$ cat src/rtl/exc_pkg.sv
// Shared definitions for the exception/ERTN commit controller.
// Holds the FSM state encoding, the field widths of the exception code and
// subcode, and the code reported for interrupts.
package exc_pkg;

    localparam int ECODE_W = 6;
    localparam int ESUB_W  = 9;

    localparam logic [ECODE_W-1:0] ECODE_INT    = 6'h0;
    localparam logic [ESUB_W-1:0]  ESUBCODE_INT = 9'h0;

    typedef enum logic [1:0] {
        ST_IDLE   = 2'd0,
        ST_COMMIT = 2'd1,
        ST_REDIR  = 2'd2
    } exc_state_t;

endpackage

$ cat src/rtl/exc_ctrl.sv
// Exception / interrupt / ERTN commit controller at the writeback stage.
// Latency: event accepted on edge N, commit strobe during cycle N+1,
// redirect offered from cycle N+2 until redir_ready; next accept is 3 cycles
// after the previous one at best. Backpressure: ws_allow drops while busy and
// the redirect is held (valid, pc stable) until fetch takes it.
// Optional feature: define EXC_CTRL_INT_EN to take interrupts (has_int);
// without it has_int is ignored and ecode 6'h0 is never produced.
//
// Ports:
//   clk, reset                      clock, async active-high reset
//   ws_valid/ws_ex/ws_ertn          retiring instruction and its event flags
//   ws_ecode/ws_esubcode/ws_pc/ws_vaddr  event fields from writeback
//   has_int                         pending enabled interrupt
//   csr_eentry/csr_era              redirect targets from the CSR file
//   ws_allow                        writeback may retire (IDLE only)
//   wb_ex/ertn_flush + wb_*         one-cycle commit to the CSR file
//   flush                           kill younger instructions while busy
//   redir_valid/redir_ready/redir_pc  redirect to fetch
module exc_ctrl
    import exc_pkg::*;
(
    input  logic               clk,
    input  logic               reset,
    input  logic               ws_valid,
    input  logic               ws_ex,
    input  logic [ECODE_W-1:0] ws_ecode,
    input  logic [ESUB_W-1:0]  ws_esubcode,
    input  logic [31:0]        ws_pc,
    input  logic [31:0]        ws_vaddr,
    input  logic               ws_ertn,
    input  logic               has_int,
    input  logic [31:0]        csr_eentry,
    input  logic [31:0]        csr_era,
    output logic               ws_allow,
    output logic               wb_ex,
    output logic               ertn_flush,
    output logic [ECODE_W-1:0] wb_ecode,
    output logic [ESUB_W-1:0]  wb_esubcode,
    output logic [31:0]        wb_pc,
    output logic [31:0]        wb_vaddr,
    output logic               flush,
    output logic               redir_valid,
    input  logic               redir_ready,
    output logic [31:0]        redir_pc
);

    exc_state_t state, state_nxt;

    logic take_int;
    logic take_exc;
    logic take_ertn;
    logic take_any;
    logic ertn_q;     // accepted event was ERTN (selects strobe and target)

`ifdef EXC_CTRL_INT_EN
    assign take_int = ws_valid & has_int;
`else
    logic unused_has_int;
    assign unused_has_int = has_int;
    assign take_int       = 1'b0;
`endif

    // Priority INT > EXC > ERTN; exactly one event is taken.
    assign take_exc  = ws_valid & ws_ex & ~take_int;
    assign take_ertn = ws_valid & ws_ertn & ~ws_ex & ~take_int;
    assign take_any  = take_int | take_exc | take_ertn;

    always_ff @(posedge clk or posedge reset) begin
        if (reset) begin
            state <= ST_IDLE;
        end else begin
            state <= state_nxt;
        end
    end

    // All control outputs decode from state alone, so an async reset
    // drops them immediately without waiting for an edge.
    always_comb begin
        state_nxt   = state;
        ws_allow    = 1'b0;
        wb_ex       = 1'b0;
        ertn_flush  = 1'b0;
        flush       = 1'b0;
        redir_valid = 1'b0;
        case (state)
            ST_IDLE: begin
                ws_allow = 1'b1;
                if (take_any) begin
                    state_nxt = ST_COMMIT;
                end
            end
            ST_COMMIT: begin
                flush      = 1'b1;
                wb_ex      = ~ertn_q;
                ertn_flush = ertn_q;
                state_nxt  = ST_REDIR;
            end
            ST_REDIR: begin
                flush       = 1'b1;
                redir_valid = 1'b1;
                if (redir_ready) begin
                    state_nxt = ST_IDLE;
                end
            end
            default: begin
                state_nxt = ST_IDLE;
            end
        endcase
    end

    // Event fields are captured only on the accept edge and then held, so
    // the wb_* data ports keep their last value outside COMMIT. ERTN carries
    // no exception fields and leaves them untouched.
    always_ff @(posedge clk or posedge reset) begin
        if (reset) begin
            ertn_q      <= 1'b0;
            wb_ecode    <= '0;
            wb_esubcode <= '0;
            wb_pc       <= '0;
            wb_vaddr    <= '0;
            redir_pc    <= '0;
        end else begin
            if (state == ST_IDLE && take_any) begin
                ertn_q <= take_ertn;
                if (!take_ertn) begin
                    wb_ecode    <= take_int ? ECODE_INT    : ws_ecode;
                    wb_esubcode <= take_int ? ESUBCODE_INT : ws_esubcode;
                    wb_pc       <= ws_pc;
                    wb_vaddr    <= ws_vaddr;
                end
            end
            // Target is sampled from the CSR file during COMMIT and then
            // held stable for the whole redirect handshake.
            if (state == ST_COMMIT) begin
                redir_pc <= ertn_q ? csr_era : csr_eentry;
            end
        end
    end

endmodule

$ cat config.mk
export PLATFORM = sky130hd
export DESIGN_NAME = exc_ctrl
export DESIGN_NICKNAME = d
export VERILOG_FILES = /design/src/rtl/exc_pkg.sv /design/src/rtl/exc_ctrl.sv
export SDC_FILE = /design/constraint.sdc
export NUM_CORES = 1
export LEC_CHECK = 0
export CORE_ASPECT_RATIO = 0.75
export CORE_MARGIN = 2
export CORE_UTILIZATION = 38
export DETAILED_ROUTE_END_ITERATION = 8
export GPL_ROUTABILITY_DRIVEN = 1
export GPL_TIMING_DRIVEN = 0
export MAX_ROUTING_LAYER = met4
export PLACE_DENSITY = 0.79
export SKIP_CTS_REPAIR_TIMING = 1
export SLEW_MARGIN = 20
export SYNTH_ARGS = -nofsm -noshare
export SYNTH_HDL_FRONTEND = slang
export SYNTH_SLANG_ARGS = --single-unit
export TNS_END_PERCENT = 20
$ cat constraint.sdc
create_clock -name clk -period 5.1 [get_ports clk]
set_input_delay 1.02 -clock clk [delete_from_list [all_inputs] [get_ports clk]]
set_output_delay 1.02 -clock clk [all_outputs]
set_load 0.01 [all_outputs]
==> results of run 1 <==
==> worst paths after layout <==
| path | to |
|---|---|
| setup / recovery | ertn_flush |
| hold / removal | wb_pc[11] |
| setup reg to reg | redir_pc[0] |
| hold reg to reg | wb_pc[11] |
| max in group asynchronous | redir_pc[16] |
| min in group asynchronous | wb_pc[9] |
==> cells in the final DEF, fill, tap and decap left out <==
master	count
sky130_fd_sc_hd__clkdlybuf4s50_1	264
sky130_fd_sc_hd__dfrtp_1	114
sky130_fd_sc_hd__mux2_2	70
sky130_fd_sc_hd__a21oi_1	33
sky130_fd_sc_hd__mux2i_1	32
sky130_fd_sc_hd__nor2_1	32
sky130_fd_sc_hd__clkbuf_16	17
sky130_fd_sc_hd__buf_2	10
sky130_fd_sc_hd__mux2_4	10
sky130_fd_sc_hd__clkbuf_1	9
sky130_fd_sc_hd__ha_1	4
sky130_fd_sc_hd__clkinv_2	4
sky130_fd_sc_hd__buf_6	2
sky130_fd_sc_hd__inv_1	2
sky130_fd_sc_hd__nor2b_1	2
sky130_fd_sc_hd__a31oi_1	2
sky130_fd_sc_hd__clkinvlp_4	2
sky130_fd_sc_hd__clkinv_4	2
sky130_fd_sc_hd__bufinv_16	2
sky130_fd_sc_hd__nand3_2	1
sky130_fd_sc_hd__and2_1	1
sky130_fd_sc_hd__inv_6	1
sky130_fd_sc_hd__o21ai_0	1
sky130_fd_sc_hd__o22a_1	1
sky130_fd_sc_hd__clkbuf_8	1
sky130_fd_sc_hd__buf_16	1
==> flip-flops by register name (all words and copies together) (netlist names) <==
signal and cells:
redir_pc 32, wb_pc 32, wb_vaddr 32, wb_esubcode 9
wb_ecode 6, state 2, ertn_q 1
==> power by group <==
part | internal [mW] | switching, mW | total, mW | leakage, nW
logic | 1.36 | 0.929 | 2.29 | 1.85
registers | 1.37 | 0.242 | 1.61 | 1.32
clock network | 0.723 | 0.397 | 1.12 | 0.271
total | 3.45 | 1.57 | 5.01 | 3.44
==> stage by stage <==
stage	hold slack (ns)	util, %	total power, mW	area, um2	TNS, ns
after floorplan	0.508	-	2.61	4610	0
after global placement	0.487	63.7	3.83	7460	-54.13
after detailed placement	0.493	64.0	3.92	7490	0
after CTS	0.504	68.8	5.07	8050	0
after global routing	0.515	68.8	5.30	8050	0
final	0.502	68.8	5.01	8050	0
==> final cells by class <==
cell class	instances	area, um2
Sequential cell	114	2850
Buffer	19	98.8
Clock buffer	20	447
Fill cell	845	3650
Clock inverter	10	113
Tap cell	162	203
Timing Repair Buffer	265	2670
Inverter	3	16.3
Multi-Input combinational cell	189	1650
==> cell usage after synthesis <==
cell,number,area (um2)
sky130_fd_sc_hd__o22a_1,1,8.76
sky130_fd_sc_hd__nand3_2,1,10.0
sky130_fd_sc_hd__buf_2,10,50.1
sky130_fd_sc_hd__clkbuf_1,7,26.3
sky130_fd_sc_hd__a31oi_1,2,12.5
sky130_fd_sc_hd__dfrtp_1,114,2850
sky130_fd_sc_hd__mux2i_1,32,320
sky130_fd_sc_hd__o21ai_0,1,5.00
sky130_fd_sc_hd__buf_6,2,22.5
sky130_fd_sc_hd__mux2_2,70,788
sky130_fd_sc_hd__nor2b_1,2,12.5
sky130_fd_sc_hd__and2_1,1,6.26
sky130_fd_sc_hd__ha_1,4,50.1
sky130_fd_sc_hd__mux2_4,10,150
sky130_fd_sc_hd__nor2_1,32,120
sky130_fd_sc_hd__a21oi_1,33,165
sky130_fd_sc_hd__inv_1,3,11.3
==> cell families (layout without fill, tap and decap cells) <==
family | count (synthesis) | after routing | synth area share (%)
simple gates | 36 | 36 | 3.23
flops | 114 | 114 | 61.9
fa+ha+maj | 4 | 4 | 1.09
mux | 112 | 112 | 27.3
buf+inv | 22 | 317 | 2.39
compound gates | 37 | 37 | 4.15
==> metal layers <==
metal	vias up	routed length (um)
met2	160	7040
met4	0	185
met3	16	1050
met5	-	0
li1	1702	-
met1	1843	5210
==> worst reg2reg max path, stage by stage, from the launching register on <==
cell and delay (ns):
sky130_fd_sc_hd__dfrtp_1 0.39, sky130_fd_sc_hd__inv_1 0.11, sky130_fd_sc_hd__ha_1 0.23, sky130_fd_sc_hd__clkbuf_1 0.36, sky130_fd_sc_hd__clkbuf_1 0.42, sky130_fd_sc_hd__nor2_1 0.10
sky130_fd_sc_hd__a21oi_1 0.17
==> impl_metrics.yaml, run 1 <==
place:
  place_hpwl_um: 10400
  port_buffers: 264
  dp.cells: 752
  post-place-ws_ns: 1.90
  gp_congestion: 0.839
hold_path:
  hp-class: "reg2reg"
  worstHoldPathCells: 1
  hp-start: "wb_pc[11]"
global_route:
  gr-max-usage-layer: "met2"
  first_pass_grt_wire_length_um: 21600
  groute.layer.met2.usage_pct: 38.5
  antenna_found_initial: 0
  grt.met3_usage_pct: 8.15
  grt_overflow_total: 0
  number_of_global_route_vias_before_repair: 4161
  grt_use_met1_pct: 23.9
  grt_util_all_layers_pct: 22.1
  grt_max_degree: 59
detailed_routing:
  drc: 0
  finalWirelength_um: 13500
  firstDrtPassIters: 6
  antenna_violating_nets_post_route: 0
  routed_via_density: 4.76
  dr_total_vias: 3721
  initialDrtViolationCount: 112
  routed_wire_length_per_instance_um: 17.2
clock_network:
  cts_tree: "built"
  cts.clk_slew.worst_paths_ns: 0.05
  clock_latency_ns: 0.40
  tritoncts.num_buffers: 17
  clkSinkCount: 114
  maximum_buffer_depth_of_the_clock_tree: 2
  htree_num_levels: 4
  clk_root_buffer_cell: "sky130_fd_sc_hd__clkbuf_16"
job:
  max_cap_violations: 0
critical_path:
  worst_path_largest_cell_delay_ns: 0.53
  cp.arrival_ns: 2.60
  crit_path_end_kind: "output pin"
  worst-path-buf-inv: 4
  critical_path_depth: 6
  worst_path_dominant_cell_family: "buffers and inverters"
  worstReg2RegStart: "state[1]"
  cp_max_fo: 10
  worst-endpoint-required_ns: 4.08
  setup.worst_path.start: "state[1]"
  critical_path.most_common_cell: "sky130_fd_sc_hd__clkbuf_1"
  critPathLaunchType: "flip-flop"
  critical_path.slowest_cell: "sky130_fd_sc_hd__clkdlybuf4s50_1"
  worstRegToRegCells: 6
  cp_cell_sequence: "inv_1 > ha_1 > clkbuf_1 > clkbuf_1 > and2_1 > clkdlybuf4s50_1"
  regToRegSetupSlack_ns: 3.26
  path_class: "reg2out"
yosys:
  post_synth_inst_count: 325
  synth_cell_area_um2: 4610
  number_of_register_bits_inferred_by_synthesis: 114
  ys_types: 17
  synth.avg_cell_area_um2: 14.2
  synthesis.yosys.warnings: 0
  share_of_synthesized_area_occupied_by_flip_flops_and_latches_pct: 61.9
  synthesis.nets: 479
timing:
  grt_setup_unrepaired: "no"
  fmax_mhz: 276
  drv_slew: 0
  relSlewSlack_pct: 64.8
  final.period_utilization_pct: 71.0
  setup_failing_eps_final: 0
  finalWorstSetupSlack_ns: 1.48
  worst_slew_pin_slew_ns: 0.528
  worst_clock_skew_ns: 0.0122
  hold_viol_final: 0
  post-route-min-period_ns: 3.62
floorplanning:
  start_util_pct: 39.4
  floorplan.rows: 34
  ioPinCount: 266
  coreArea_um2: 11700
  floorplan.die.width_um: 131
  die_area_um2: 13000
  die_height_um: 99.4
power_and_ir_drop:
  leakagePower_nw: 3.44
  power_per_cell_area_nw_per_um2: 623
  vdd_ir_drop_max_uv: 343
layout:
  final-instance-count-excl-fill: 782
  nets: 763
  post_route_cells_drive_above_1_share_pct: 19.8
  antennaDiodeCount: 0
  area_growth_pct: 74.5
run_status:
  run_status: "complete, no violations"
(Power assumes the default switching activity.)
==> run 2: changes to the inputs <==
- clock period: 5.1 -> 3.4 ns (I/O delays scaled with it)
==> run 2 against run 1 <==
Die area is the same. Wire length up 0.36%. Total power rose by 50%. Critical endpoint unchanged. Clock skew fell by 0.0054 ns. Sequential cell count did not move. Final cell count grew 0.51%. Global-route usage shrank 0.12 points. Clock-buffer cell count grew 3. Non-clock buffer count rose by 2. Critical path type unchanged. Utilization up 0.35 points. Highest routed layer unchanged. Largest cell class unchanged. Largest power group unchanged.
==> impl_metrics.yaml, run 2 (synthesis gave the netlist of run 1 again) <==
detailed_routing:
  finalWirelength_um: 13500
  initialDrtViolationCount: 72
  firstDrtPassIters: 4
  drc: 0
  dr_total_vias: 3696
  met2WireLength_um: 6910
  antenna_violating_nets_post_route: 0
  maxUsedRoutingLayer: "met4"
  met1Wirelength_um: 5290
  routed_wire_length_per_instance_um: 17.2
  dr_wl_met3_um: 1090
  routed_via_density: 4.70
timing:
  relSlewSlack_pct: 57.3
  post-route-min-period_ns: 3.16
  finalWorstSetupSlack_ns: 0.243
  drv_slew: 0
  worst_slew_pin_slew_ns: 0.639
  setup_failing_eps_final: 0
  fmax_mhz: 317
  hold_viol_final: 0
  grt_setup_unrepaired: "no"
  final.period_utilization_pct: 92.9
  worst_clock_skew_ns: 0.00686
  final_setup_tns_ns: 0
layout:
  layout_commonest_cell: "sky130_fd_sc_hd__clkdlybuf4s50_1"
  antennaDiodeCount: 0
  layout_common_cells: "sky130_fd_sc_hd__clkdlybuf4s50_1, sky130_fd_sc_hd__dfrtp_1, sky130_fd_sc_hd__mux2_2"
  post_route_cells_drive_above_1_share_pct: 20.5
  final-instance-count-excl-fill: 786
  multi_input_comb_area_um2: 1650
  seq_area_um2: 2850
  nets: 765
  final.fill_count: 765
  area_growth_pct: 75.4
  largest_registers: "redir_pc x32, wb_pc x32, wb_vaddr x32"
  finished_cell_area_um2: 8090
global_route:
  first_pass_grt_wire_length_um: 21400
  grt_util_all_layers_pct: 22.0
  antenna_found_initial: 0
  number_of_global_route_vias_before_repair: 4117
  grt_overflow_total: 0
  grt_max_degree: 36
floorplanning:
  die_area_um2: 13000
  floorplan.rows: 34
  start_util_pct: 39.4
  ioPinCount: 266
  die_height_um: 99.4
  floorplan.die.width_um: 131
  coreArea_um2: 11700
place:
  dp.cells: 754
  postPlaceCellArea_um2: 7520
  place_hpwl_um: 10500
  gp_congestion: 0.898
  port_buffers: 264
  post-place-ws_ns: 0.512
critical_path:
  crit_path_end_kind: "output pin"
  path_class: "reg2out"
  worst-endpoint-required_ns: 2.72
  cp.arrival_ns: 2.48
  critPathLaunchType: "flip-flop"
  regToRegSetupSlack_ns: 1.59
  cp_max_fo: 10
hold_path:
  hp-class: "reg2reg"
clock_network:
  htree_num_levels: 4
  cts_tree: "built"
  clk_root_buffer_cell: "sky130_fd_sc_hd__clkbuf_16"
  clock_latency_ns: 0.40
  maximum_buffer_depth_of_the_clock_tree: 2
  cts.clk_slew.worst_paths_ns: 0.05
  tritoncts.num_buffers: 17
  clkSinkCount: 114
power_and_ir_drop:
  power_per_cell_area_nw_per_um2: 928
  vdd_ir_drop_max_uv: 520
  leakagePower_nw: 3.46
run_status:
  run_status: "complete, no violations"
job:
  max_cap_violations: 0
-- run 2: cell count changes in the layout (fill, tap and decap cells not counted) --
cell                         previous run  this run
sky130_fd_sc_hd__clkinv_4               2         0
sky130_fd_sc_hd__inv_6                  1         0
sky130_fd_sc_hd__buf_16                 1         0
sky130_fd_sc_hd__bufinv_16              2         1
sky130_fd_sc_hd__buf_12                 0         3
sky130_fd_sc_hd__clkinvlp_4             2         5
sky130_fd_sc_hd__clkbuf_8               1         4
sky130_fd_sc_hd__clkbuf_2               0         1
sky130_fd_sc_hd__clkbuf_1               9         8
-- run 2: layout make-up --
type | instances | share of cell area (%)
sequential | 114 | 35.3
timing repair buffer | 267 | 33.4
multi-input combinational | 189 | 20.4
clock buffer | 23 | 6.03
tap | 162 | 2.51
buffer | 19 | 1.24
clock inverter | 9 | 0.990
inverter | 3 | 0.186
-- run 2: metal layers --
metal  global-route usage, %  up-vias
li1                        -     1706
met4                    8.70        0
met2                    37.3      186
met5                       -        -
met1                    24.1     1788
met3                    7.65       16
-- run 2: where the power goes --
group | switching, mW | internal [mW]
logic | 1.39 | 2.04
clock network | 0.585 | 1.08
registers | 0.370 | 2.05
total | 2.34 | 5.16
-- run 2: worst max-delay path, cell delays in order, from the launching register on --
cell	delay (ns)
sky130_fd_sc_hd__dfrtp_1	0.39
sky130_fd_sc_hd__inv_1	0.10
sky130_fd_sc_hd__ha_1	0.22
sky130_fd_sc_hd__clkbuf_1	0.35
sky130_fd_sc_hd__clkbuf_2	0.31
sky130_fd_sc_hd__and2_1	0.16
sky130_fd_sc_hd__clkdlybuf4s50_1	0.54
-- run 2: final timing paths --
path	cells past startpoint	to	from
max	6	ertn_flush	state[1]
min	1	wb_vaddr[21]	wb_vaddr[21]
max reg2reg	6	wb_vaddr[5]	state[0]
min reg2reg	1	wb_vaddr[21]	wb_vaddr[21]
max in group asynchronous	3	wb_vaddr[7]	reset
min in group asynchronous	2	redir_pc[22]	reset
-- run 2: per-stage QoR --
step / hold WS, ns / power [mW] / utilization (%)
floorplan: 0.508 / 3.92 / -
global placement: 0.487 / 5.73 / 63.8
detailed placement: 0.492 / 5.87 / 64.3
CTS: 0.504 / 7.59 / 69.1
global route: 0.512 / 7.92 / 69.2
finish: 0.503 / 7.51 / 69.2
